==> config.mk <==
export PLATFORM = sky130hd
export DESIGN_NAME = user_io_ctrl
export DESIGN_NICKNAME = d
export VERILOG_FILES = /design/src/rtl/user_io_pkg.sv /design/src/rtl/user_io_sync_edge.sv /design/src/rtl/user_io_ctrl.sv
export SDC_FILE = /design/constraint.sdc
export NUM_CORES = 1
export LEC_CHECK = 0
export ABC_CLOCK_PERIOD_IN_PS = 7200
export BUFFER_PORTS_ARGS = -buffer_cell sky130_fd_sc_hd__buf_4
export CAP_MARGIN = 40
export CORE_MARGIN = 2
export CORE_UTILIZATION = 50
export DETAILED_ROUTE_END_ITERATION = 10
export HOLD_SLACK_MARGIN = 0.05
export PLACE_DENSITY = 0.72
export SLEW_MARGIN = 20
export SYNTH_ARGS = -nofsm -noshare
export SYNTH_HDL_FRONTEND = slang
export SYNTH_SLANG_ARGS = --single-unit
export TNS_END_PERCENT = 20
==> constraint.sdc <==
create_clock -name wb_clk_i -period 7.2 [get_ports wb_clk_i]
set_input_delay 0.72 -clock wb_clk_i [delete_from_list [all_inputs] [get_ports wb_clk_i]]
set_output_delay 0.72 -clock wb_clk_i [all_outputs]
set_load 0.005 [all_outputs]
==> src/rtl/user_io_pkg.sv <==
// Shared constants, register map and helpers for the user IO controller.
package user_io_pkg;

  localparam int NUM_IO = 38;
  localparam int HI_W   = NUM_IO - 32;

  localparam logic [5:0] OFF_OUT_LO  = 6'h00;
  localparam logic [5:0] OFF_OUT_HI  = 6'h01;
  localparam logic [5:0] OFF_OEB_LO  = 6'h02;
  localparam logic [5:0] OFF_OEB_HI  = 6'h03;
  localparam logic [5:0] OFF_IN_LO   = 6'h04;
  localparam logic [5:0] OFF_IN_HI   = 6'h05;
  localparam logic [5:0] OFF_IEN_LO  = 6'h06;
  localparam logic [5:0] OFF_IEN_HI  = 6'h07;
  localparam logic [5:0] OFF_POL_LO  = 6'h08;
  localparam logic [5:0] OFF_POL_HI  = 6'h09;
  localparam logic [5:0] OFF_STAT_LO = 6'h0A;
  localparam logic [5:0] OFF_STAT_HI = 6'h0B;

  localparam logic [NUM_IO-1:0] OUT_RST = '0;
  localparam logic [NUM_IO-1:0] OEB_RST = '1;

  typedef enum logic {ST_IDLE, ST_ACK} state_e;

  function automatic logic [31:0] sel_mask(input logic [3:0] sel);
    return {{8{sel[3]}}, {8{sel[2]}}, {8{sel[1]}}, {8{sel[0]}}};
  endfunction

  // Byte-masked merge of a bus word into the LO or HI slice of a pad vector.
  function automatic logic [NUM_IO-1:0] merge_word(input logic [NUM_IO-1:0] old,
                                                   input logic hit_lo, input logic hit_hi,
                                                   input logic [31:0] val, input logic [31:0] mask);
    logic [NUM_IO-1:0] res;
    res = old;
    if (hit_lo) res[31:0] = (old[31:0] & ~mask) | (val & mask);
    if (hit_hi) res[NUM_IO-1:32] = (old[NUM_IO-1:32] & ~mask[HI_W-1:0]) |
                                   (val[HI_W-1:0] & mask[HI_W-1:0]);
    return res;
  endfunction

  function automatic logic [31:0] hi_word(input logic [NUM_IO-1:0] vec);
    return {{(32-HI_W){1'b0}}, vec[NUM_IO-1:32]};
  endfunction

endpackage

==> src/rtl/user_io_sync_edge.sv <==
// Two-flop pad synchronizer plus polarity-qualified edge detector.
// With USER_IO_DEBOUNCE_EN defined, a tick-sampled filter sits before the edge detector.
module user_io_sync_edge
  import user_io_pkg::*;
#(
  parameter int WIDTH        = NUM_IO,
  parameter int DEBOUNCE_DIV = 1000
) (
  input  logic             clk_i,
  input  logic             srst_i,
  input  logic [WIDTH-1:0] d_i,
  input  logic [WIDTH-1:0] pol_i,
  output logic [WIDTH-1:0] sync_o,
  output logic [WIDTH-1:0] edge_o
);

  logic [WIDTH-1:0] meta_q;
  logic [WIDTH-1:0] sync_q;
  logic [WIDTH-1:0] prev_q;
  logic [WIDTH-1:0] level;

  always_ff @(posedge clk_i) begin
    if (srst_i) begin
      meta_q <= '0;
      sync_q <= '0;
    end else begin
      meta_q <= d_i;
      sync_q <= meta_q;
    end
  end

`ifdef USER_IO_DEBOUNCE_EN
  localparam int CNT_W = (DEBOUNCE_DIV > 1) ? $clog2(DEBOUNCE_DIV) : 1;
  localparam logic [CNT_W-1:0] CNT_MAX = CNT_W'(DEBOUNCE_DIV - 1);

  logic [CNT_W-1:0] cnt_q;
  logic             tick;
  logic [WIDTH-1:0] sample_q;
  logic [WIDTH-1:0] filt_q;
  logic [WIDTH-1:0] stable;

  assign tick   = (cnt_q == CNT_MAX);
  assign stable = ~(sync_q ^ sample_q);

  // A filtered bit follows the input only when two consecutive ticks agree.
  always_ff @(posedge clk_i) begin
    if (srst_i) begin
      cnt_q    <= '0;
      sample_q <= '0;
      filt_q   <= '0;
    end else begin
      cnt_q <= tick ? '0 : cnt_q + 1'b1;
      if (tick) begin
        sample_q <= sync_q;
        filt_q   <= (sync_q & stable) | (filt_q & ~stable);
      end
    end
  end

  assign level = filt_q;
`else
  localparam int unused_debounce_div = DEBOUNCE_DIV;
  assign level = sync_q;
`endif

  always_ff @(posedge clk_i) begin
    if (srst_i) prev_q <= '0;
    else        prev_q <= level;
  end

  generate
    for (genvar gi = 0; gi < WIDTH; gi++) begin : g_edge
      assign edge_o[gi] = pol_i[gi] ? (prev_q[gi] & ~level[gi])
                                    : (level[gi] & ~prev_q[gi]);
    end
  endgenerate

  assign sync_o = level;

endmodule

==> src/rtl/user_io_ctrl.sv <==
// Wishbone register front-end for the user IO pads and user interrupts.
// Optional input debounce is enabled by defining USER_IO_DEBOUNCE_EN.
module user_io_ctrl
  import user_io_pkg::*;
#(
  parameter logic [31:0] BASE_ADDR    = 32'h3000_0000,
  parameter int          DEBOUNCE_DIV = 1000
) (
  input  logic              wb_clk_i,
  input  logic              wb_rst_i,
  input  logic              wbs_cyc_i,
  input  logic              wbs_stb_i,
  input  logic              wbs_we_i,
  input  logic [3:0]        wbs_sel_i,
  input  logic [31:0]       wbs_adr_i,
  input  logic [31:0]       wbs_dat_i,
  output logic              wbs_ack_o,
  output logic [31:0]       wbs_dat_o,
  input  logic [NUM_IO-1:0] io_in,
  output logic [NUM_IO-1:0] io_out,
  output logic [NUM_IO-1:0] io_oeb,
  output logic [2:0]        irq
);

  state_e state_q, state_d;

  logic [NUM_IO-1:0] out_q, out_d;
  logic [NUM_IO-1:0] oeb_q, oeb_d;
  logic [NUM_IO-1:0] ien_q, ien_d;
  logic [NUM_IO-1:0] pol_q, pol_d;
  logic [NUM_IO-1:0] stat_q, stat_d;
  logic [NUM_IO-1:0] stat_clr;
  logic [31:0]       dat_q, dat_d;
  logic [2:0]        irq_q, irq_d;

  logic [NUM_IO-1:0] pad_sync;
  logic [NUM_IO-1:0] pad_edge;
  logic [31:0]       wmask;
  logic [31:0]       rdata;
  logic [5:0]        word;
  logic              in_window;
  logic              accept;
  logic              wr;
  logic              unused_adr;

  assign in_window  = (wbs_adr_i[31:8] == BASE_ADDR[31:8]);
  assign accept     = (state_q == ST_IDLE) && wbs_cyc_i && wbs_stb_i && in_window;
  assign wr         = accept && wbs_we_i;
  assign word       = wbs_adr_i[7:2];
  assign wmask      = sel_mask(wbs_sel_i);
  assign unused_adr = ^wbs_adr_i[1:0];

  user_io_sync_edge #(
    .WIDTH        (NUM_IO),
    .DEBOUNCE_DIV (DEBOUNCE_DIV)
  ) u_sync_edge (
    .clk_i  (wb_clk_i),
    .srst_i (wb_rst_i),
    .d_i    (io_in),
    .pol_i  (pol_q),
    .sync_o (pad_sync),
    .edge_o (pad_edge)
  );

  always_comb begin
    state_d = state_q;
    case (state_q)
      ST_IDLE: if (accept) state_d = ST_ACK;
      ST_ACK:  state_d = ST_IDLE;
      default: state_d = ST_IDLE;
    endcase
  end

  always_comb begin
    rdata = '0;
    case (word)
      OFF_OUT_LO:  rdata = out_q[31:0];
      OFF_OUT_HI:  rdata = hi_word(out_q);
      OFF_OEB_LO:  rdata = oeb_q[31:0];
      OFF_OEB_HI:  rdata = hi_word(oeb_q);
      OFF_IN_LO:   rdata = pad_sync[31:0];
      OFF_IN_HI:   rdata = hi_word(pad_sync);
      OFF_IEN_LO:  rdata = ien_q[31:0];
      OFF_IEN_HI:  rdata = hi_word(ien_q);
      OFF_POL_LO:  rdata = pol_q[31:0];
      OFF_POL_HI:  rdata = hi_word(pol_q);
      OFF_STAT_LO: rdata = stat_q[31:0];
      OFF_STAT_HI: rdata = hi_word(stat_q);
      default:     rdata = '0;
    endcase
  end

  // New edges are OR-ed in after the clear so a coincident event survives a W1C.
  always_comb begin
    out_d    = merge_word(out_q, wr && word == OFF_OUT_LO, wr && word == OFF_OUT_HI, wbs_dat_i, wmask);
    oeb_d    = merge_word(oeb_q, wr && word == OFF_OEB_LO, wr && word == OFF_OEB_HI, wbs_dat_i, wmask);
    ien_d    = merge_word(ien_q, wr && word == OFF_IEN_LO, wr && word == OFF_IEN_HI, wbs_dat_i, wmask);
    pol_d    = merge_word(pol_q, wr && word == OFF_POL_LO, wr && word == OFF_POL_HI, wbs_dat_i, wmask);
    stat_clr = merge_word('0, wr && word == OFF_STAT_LO, wr && word == OFF_STAT_HI, wbs_dat_i, wmask);
    stat_d   = (stat_q & ~stat_clr) | pad_edge;
    dat_d    = (accept && !wbs_we_i) ? rdata : '0;
    irq_d    = {1'b0, |(stat_q[NUM_IO-1:32] & ien_q[NUM_IO-1:32]), |(stat_q[31:0] & ien_q[31:0])};
  end

  always_ff @(posedge wb_clk_i) begin
    if (wb_rst_i) begin
      state_q <= ST_IDLE;
      out_q   <= OUT_RST;
      oeb_q   <= OEB_RST;
      ien_q   <= '0;
      pol_q   <= '0;
      stat_q  <= '0;
      dat_q   <= '0;
      irq_q   <= '0;
    end else begin
      state_q <= state_d;
      out_q   <= out_d;
      oeb_q   <= oeb_d;
      ien_q   <= ien_d;
      pol_q   <= pol_d;
      stat_q  <= stat_d;
      dat_q   <= dat_d;
      irq_q   <= irq_d;
    end
  end

  assign wbs_ack_o = (state_q == ST_ACK);
  assign wbs_dat_o = dat_q;
  assign io_out    = out_q;
  assign io_oeb    = oeb_q;
  assign irq       = irq_q;

endmodule

# --- Yosys cells after proc, flatten, opt, wreduce, memory -nomap -nowiden ---
# Index checks and enable logic that the tools add are counted.
totals:
  reg_bits: 340
  latch_bits: 0
  mem_bits_rw: 0
  mem_bits_ro: 0
  inputBits: 111
  out_inout_bits: 112
  word_cells: 270
  mem_count: 0
op_classes:
  addsub: 0
  mul: 0
  div_mod_pow: 0
  magnitude_cmp: 0
  n_eq_ne: 12
  n_shift: 0
  n_mux: 43
  n_bitwise: 179
  n_reduce_logical: 20
op_table:
  columns: ["cell", "count"]
  rows:
  - ["$pmux W32 S12", 1]
  - ["$and A32 B32 Y32", 6]
  - ["$or A32 B32 Y32", 4]
  - ["$not A1 Y1", 78]
  - ["$and A1 B1 Y1", 76]
  - ["$mux W1", 39]
  - ["$and A38 B38 Y38", 1]
  - ["$not A38 Y38", 1]
  - ["$or A38 B38 Y38", 1]
  - ["$and A6 B6 Y6", 6]
  - ["$mux W32", 1]
  - ["$not A32 Y32", 1]
  - ["$reduce_or A32 Y1", 1]
  - ["$eq A24 B22 Y1 const B", 1]
  - ["$eq A6 B3 Y1 const B", 4]
  - ["$eq A6 B4 Y1 const B", 4]
  - ["$or A6 B6 Y6", 4]
  - ["$logic_and A1 B1 Y1", 15]
  - ["$eq A6 B2 Y1 const B", 2]
  - ["$eq A6 B1 Y1 const B", 1]
  - ["$logic_not A6 Y1", 1]
  - ["$mux W6", 1]
  - ["$not A6 Y6", 1]
  - ["$reduce_or A6 Y1", 1]
  - ["other kinds (3)", 3]

# --- Logic depth before layout (Yosys ltp) ---
# Gate-level depths: netlist of run 1.
logic_depth:
  ltp_word: 10
  depth_mapped: 8

# --- By module ---
# From an unflattened synthesis of run 1, not the netlist that was laid out.
unflattened:
  hier_cells: 1384
  area_unflattened_um2: 13884.6
modules_own_cells:
  columns: ["mod", "instances", "cells_per_inst", "area_each_um2", "seq_area_each_um2"]
  rows:
  - ["user_io_ctrl", 1, 1030, 10193.5, 4504.3]
  - ["user_io_sync_edge", 1, 354, 3691.0, 2282.2]

# --- Least setup slack after synthesis of run 1 ---
# No wires, ideal clock.
synth_timing:
  path_type: "input port to flip-flop"
  start: "input port wbs_adr_i[19]"
  end: "register with a tool-made name"
  arrival_time_ps: 2724
  slack_ps: 4405
  cell_stages: 6
  path_buffers: 2
  cell_sequence: "or4_4 -> buf_6 -> or4_4 -> buf_6 -> nor4_4 -> mux2i_1"
synth_lines:
  columns: ["item", "line_no", "rtl"]
  rows:
  - ["from (decl)", "user_io_ctrl.sv:15", "input logic [31:0] wbs_adr_i,"]

==> results of run 1 <==
[synthesized netlist by cell type, types with 11 or more instances]
library cell	instances	area share, %
dfxtp_1	339	49
mux2i_1	156	11
nand2b_1	148	6.7
nor2b_1	115	5.2
clkbuf_1	81	2.2
nor2_1	79	2.1
a222oi_1	55	4.0
nand3_1	49	1.8
a31oi_1	41	1.9
or3b_2	40	2.5
nand3b_1	37	2.0
o31ai_1	36	2.0
a21oi_1	30	1.1
a22oi_1	25	1.4
nand2_1	13	0.35
buf_2	11	0.40
[cell usage in the layout (no fill, tap or decap), drive strengths merged, types with 40 or more instances in the layout]
cell      n
or3b     40
dfxtp   339
nor2b   115
nand3    52
nor2     79
a31oi    41
buf     238
a222oi   55
clkbuf   49
nand2b  148
mux2i   156
[how the worst max path moves through the flow]
stage                        startpoint  endpoint  slack [ns]  depth (start not counted)
after floorplan           wbs_adr_i[19]      flop        4.40                          6
after global placement     wbs_adr_i[7]      flop        3.53                          6
after detailed placement   wbs_adr_i[7]      flop        3.43                          6
after CTS                  wbs_adr_i[7]      flop        3.96                          6
after global routing       wbs_adr_i[7]      flop        3.89                          6
final                      wbs_adr_i[7]      flop        3.94                          6
[per-layer routing]
metal,vias up,wire length [um]
li1,5266,-
met1,5447,17880
met2,522,18610
met3,66,3627
met4,2,875
met5,-,11
[power groups by stage]
| stage | clock (W) | sequential, W | combinational [W] |
|---|---|---|---|
| final | 0.00188 | 0.00194 | 0.000205 |
| after global placement | 0 | 0.00198 | 0.000198 |
| after floorplan | 0 | 0.00197 | 0.000118 |
| after detailed placement | 0 | 0.00198 | 0.000201 |
| after CTS | 0.00190 | 0.00194 | 0.000203 |
| after global routing | 0.00197 | 0.00194 | 0.000222 |
[final cells by class]
class | count | area, sq um | share of cell area [%]
well taps | 341 | 426.7 | 2.525
clock buffers | 49 | 1061 | 6.279
repair buffers | 238 | 1831 | 10.83
inverters | 3 | 11.26 | 0.06664
multi-input cells | 911 | 6644 | 39.32
flip-flops and latches | 339 | 6787 | 40.16
clock inverters | 11 | 138.9 | 0.8219
[worst register-to-register path: stages, from the launching register on]
cell and delay [ns]:
dfxtp_1 0.41, nor4bb_1 0.37, and4_1 0.25, buf_4 0.27, nand3_1 0.44, buf_8 0.33
buf_4 0.22, a41oi_1 0.21
[per-stage QoR]
stage                     worst slack, ns  hold WS [ns]  power [W]
after global routing                3.886        0.4158   0.004137
final                               3.941        0.4160   0.004024
after floorplan                     4.405        0.4138   0.002086
after global placement              3.528        0.4193   0.002177
after CTS                           3.964        0.4010   0.004042
after detailed placement            3.430        0.4204   0.002180
[cells by family (layout without fill, tap and decap cells)]
group / after synthesis / count (layout) / share of synthesized area [%]
multiplexers: 164 / 164 / 12.13
buffers and inverters: 101 / 301 / 2.982
AND/OR/NAND/NOR: 540 / 540 / 24.32
AO/OA/AOI/OAI: 206 / 206 / 11.38
flip-flops: 339 / 339 / 49.17
other: 1 / 1 / 0.02717
==> impl_metrics.csv, run 1 <==
group,metric,value,unit
pwr,p_clk_share,46.7,%
cells_and_area,drive_gt1_share,23.47,%
cells_and_area,final_cells,1892,
drt,postRouteAntennaNets,0,
pwr,p_seq_share,48.2,%
timing,finalCritPeriodShare,45.27,%
clocking,cts_tree,"yes",
timing,tns,0,ns
worst_hold_path,hold_start,"io_in[20]",
clocking,numClockSinks,339,
setup_path,crit_chain,"buf_4 -> or4_1 -> nor2_2 -> buf_4 -> and3_1 -> mux2i_1",
synthesis,synth-main-ff-cell,"dfxtp_1",
place,hpwlAfterDp,27.65,mm
drt,drt-initial-drc-count,1335,
grt,antenna_found_initial,1,
timing,finClkSkew,0.01099,ns
floorplan,ios,223,
floorplan,core,27030,sq um
cells_and_area,syn2layout_area_growth,22.43,%
setup_path,r2r_setup_slack,4.62,ns
worst_hold_path,min_path_type,"in2reg",
synthesis,synth_cell_types,50,
synthesis,yosysSeqAreaShare,49.17,%
synthesis,syn-num-nets,1462,
place,placed_cells,1830,
clocking,htreeDepth,2,
timing,post-route-min-period,3.259,ns
floorplan,die_h,170.2,um
clocking,cts_resized,0,
clocking,cts_hold_buf,0,
setup_path,worst-path-buf-inv,2,
flow_run,cap_violations,0,
pwr,ir_drop,0.1566,mV
setup_path,crit_slowest_cell,"or4_1",
drt,firstDrtPassIters,10,
clocking,path_clk_slew,0.06,ns
synthesis,async_flop_share,0,%
setup_path,crit_path_max_fanout,21,
timing,drv_slew,0,
clocking,cts_setup_buffers,0,
drt,avgViaCountPerCell,5.974,
floorplan,die_x,170.2,um
pwr,p_comb_share,5.1,%
grt,grt_pass1_wl,62.25,mm
grt,busiest_layer,"met2",
setup_path,cpPeakStageDelay,0.73,ns
grt,first_global_vias,10870,
setup_path,critPathCaptureType,"flop",
drt,num_vias,11300,
clocking,clk_latency,0.52,ns
setup_path,cp-start-kind,"primary input",
setup_path,worstPathRequired,7.63,ns
grt,grt.met3_usage,4.814,%
synthesis,synth-edff-count,0,
synthesis,netlist_instances,1351,
place,placed_cell_area,15670,sq um
setup_path,path_class,"in2reg",
cells_and_area,diodes,0,
timing,tightest_slew,0.8342,ns
pwr,swShare,21.75,%
clocking,cts-root-buf,"clkbuf_16",
status,status,"finished, final reports clean",
pwr,p_per_area,238.1,nW/um^2
timing,maxSlewHeadroom,43.60,%
pwr,p_sw,0.0008753,W
timing,fmax,306.8,MHz
pwr,p_int,0.003149,W
grt,grt_max_degree,121,
worst_hold_path,worstHoldPathCells,2,
drt,drc,0,
floorplan,start_util,51.07,%
timing,rsz0062_at_grt,"false",
floorplan,rows,60,
synthesis,synth_area,13800,sq um
synthesis,synth_seq_cells,339,
grt,met2_usage,43.97,%
timing,hold_viol,0,
cells_and_area,finish.instance_area,16900,sq um
synthesis,yosysWarnings,0,
grt,grtUsageMet1,38.89,%
cells_and_area,nets,1640,
cells_and_area,finish.utilization,62.53,%
grt,grt-ovfl-total,0,
pwr,leakagePower,6.640,nW
clocking,cts_buffers,36,
setup_path,r2r-start,"wbs_ack_o$_SDFF_PP0_",
setup_path,worstPathArrival,3.69,ns
setup_path,cpMostUsedCell,"buf_4",
synthesis,syn_area_per_cell,10.22,sq um
floorplan,dieArea,28950,sq um
drt,wire_per_inst,21.67,um
grt,grt.total_usage,27.72,%
drt,routed_wl,41.01,mm
worst_hold_path,min_to,"u_sync_edge.meta_q[20]$_SDFF_PP0_",
timing,setup_violations,0,
place,globalplace.congestion,0.8978,
setup_path,reg2reg_to,"wbs_dat_o[4]$_SDFF_PP0_",
setup_path,r2r_cells,7,
cells_and_area,fill_cells,2279,
setup_path,crit_family,"simple AND/OR/NAND/NOR gates",
clocking,clk_path_buf_depth,3,
place,port_buffers,219,
(Power assumes the default switching activity.)
==> run 2: changes to the inputs <==
- ABC_CLOCK_PERIOD_IN_PS: 7200 -> 3020
- clock period: 7.2 -> 3.02 ns (I/O delays scaled with it)
==> run 2 against run 1 <==
- cell count is 4.0% higher
- final area is 4.2% higher
- global-route usage is 0.55 points higher
- total power is 140% higher
- combinational power grew to 2.6 times the previous value
- core utilization is 2.6 points higher
- critical path depth stayed put
- largest power group unchanged
- first-iteration DRC count is 14% lower
==> impl_metrics.csv, run 2 (synthesis gave the netlist of run 1 again) <==
group,metric,value,unit
drt,firstDrtPassIters,10,
floorplan,die_h,170.2,um
pwr,leakagePower,6.975,nW
setup_path,path_class,"reg2reg",
timing,finalCritPeriodShare,80.35,%
place,post-place-ws,0.3626,ns
pwr,p_comb_share,5.6,%
cells_and_area,finish.utilization,65.16,%
cells_and_area,final_common_cell,"dfxtp_1",
flow_run,cap_violations,0,
clocking,htreeDepth,2,
setup_path,cp-start-kind,"flop",
pwr,p_total,0.009710,W
timing,setup_ws,0.5934,ns
clocking,cts_tree,"yes",
clocking,clk_latency,0.51,ns
drt,routed_wl,41.83,mm
cells_and_area,multi_input_area,6639,sq um
grt,first_global_vias,11260,
clocking,cts-root-buf,"clkbuf_16",
floorplan,ios,223,
drt,wl_met2,19.04,mm
drt,drt-initial-drc-count,1154,
pwr,p_int,0.007623,W
timing,drv_slew,0,
grt,grt_max_degree,133,
clocking,numClockSinks,339,
place,placed_cells,1864,
timing,rsz0062_at_grt,"false",
drt,dr.max_layer_used,"met4",
setup_path,critPathCaptureType,"flop",
timing,tightest_slew,0.9588,ns
floorplan,rows,60,
pwr,p_sw,0.002087,W
setup_path,crit_path_max_fanout,15,
setup_path,worstPathRequired,3.45,ns
clocking,cts_buffers,37,
place,hpwlAfterDp,28.59,mm
timing,tns,0,ns
cells_and_area,final_cell_mix,"dfxtp_1, buf_4, mux2i_1, nand2b_1, nor2b_1",
status,status,"finished, final reports clean",
floorplan,start_util,51.07,%
clocking,path_clk_slew,0.06,ns
timing,finClkSkew,0.01440,ns
timing,hold_viol,0,
timing,fmax,412.1,MHz
place,globalplace.congestion,0.9460,
clocking,clk_path_buf_depth,3,
cells_and_area,ff_latch_area,6787,sq um
cells_and_area,nets,1711,
cells_and_area,fill_cells,2197,
floorplan,die_x,170.2,um
place,port_buffers,219,
cells_and_area,diodes,0,
grt,grt.total_usage,28.26,%
pwr,p_clk_share,46.8,%
cells_and_area,final_cells,1968,
drt,route.met3.wl,3.529,mm
drt,drc,0,
drt,postRouteAntennaNets,0,
floorplan,dieArea,28950,sq um
drt,wire_per_inst,21.26,um
cells_and_area,drive_gt1_share,24.22,%
grt,antenna_found_initial,0,
pwr,p_seq_share,47.6,%
timing,post-route-min-period,2.427,ns
clocking,cts_setup_buffers,0,
drt,avgViaCountPerCell,5.938,
floorplan,core,27030,sq um
timing,maxSlewHeadroom,35.18,%
cells_and_area,syn2layout_area_growth,27.57,%
grt,grt_pass1_wl,63.49,mm
setup_path,worstPathArrival,2.86,ns
grt,grt-ovfl-total,0,
pwr,swShare,21.50,%
worst_hold_path,min_path_type,"in2reg",
setup_path,r2r_setup_slack,0.59,ns
pwr,p_per_area,551.4,nW/um^2
pwr,ir_drop,0.3097,mV
timing,setup_violations,0,
drt,num_vias,11690,
drt,m1WireLength,18.20,mm
-- run 2: cell types whose count changed in the layout (fill, tap and decap cells not counted), sizes merged --
cell and change:
clkbuf +11, inv +1, clkinv -5, dlygate4sd3 +38
bufinv -1, buf +32
-- run 2: stage by stage --
step | hold slack [ns] | area (sq um)
floorplan | 0.4138 | 13800
CTS | 0.05717 | 17610
global placement | 0.4168 | 15990
finish | 0.07038 | 17610
detailed placement | 0.4220 | 15990
global route | 0.07560 | 17610
-- run 2: worst paths after layout --
path / end / cells past startpoint / from
worst max-delay path: flop / 6 / wbs_ack_o$_SDFF_PP0_
worst min register to register: u_sync_edge.sync_o[7]$_SDFF_PP0_ / 1 / u_sync_edge.meta_q[7]$_SDFF_PP0_
worst max register to register: flop / 6 / wbs_ack_o$_SDFF_PP0_
worst min-delay path: flop / 3 / wbs_dat_i[13]
-- run 2: routing by layer --
layer / vias to the layer above / GRT usage, %
met3: 68 / 5.791
met4: 0 / 9.067
met2: 518 / 44.11
met1: 5678 / 39.27
li1: 5422 / -
met5: - / 0
-- run 2: repair_timing --
item | CTS | global route
resized for setup | 0 | 0
hold endpoints to repair | 38 | 0
hold buffers | 38 | 0
-- run 2: power groups by stage --
stage,Sequential (W),Clock (W),Combinational [W]
after detailed placement,0.00472,0,0.000494
after global placement,0.00472,0,0.000490
after CTS,0.00462,0.00461,0.000535
final,0.00463,0.00454,0.000539
after global routing,0.00463,0.00478,0.000580
after floorplan,0.00469,0,0.000281
-- run 2: area by class of cell --
type / instances / area share [%]
clock buffers: 60 / 6.558
clock inverters: 6 / 0.5045
inverters: 3 / 0.06395
multi-input cells: 911 / 37.70
flip-flops and latches: 339 / 38.54
well taps: 341 / 2.423
repair buffers: 308 / 14.21
-- run 2: worst max-delay path, cell delays in order (launching register included) --
cell,delay (ns)
dfxtp_1,0.40
nor4bb_1,0.36
and4_1,0.74
buf_4,0.26
and3_1,0.14
buf_4,0.21
mux2i_1,0.22
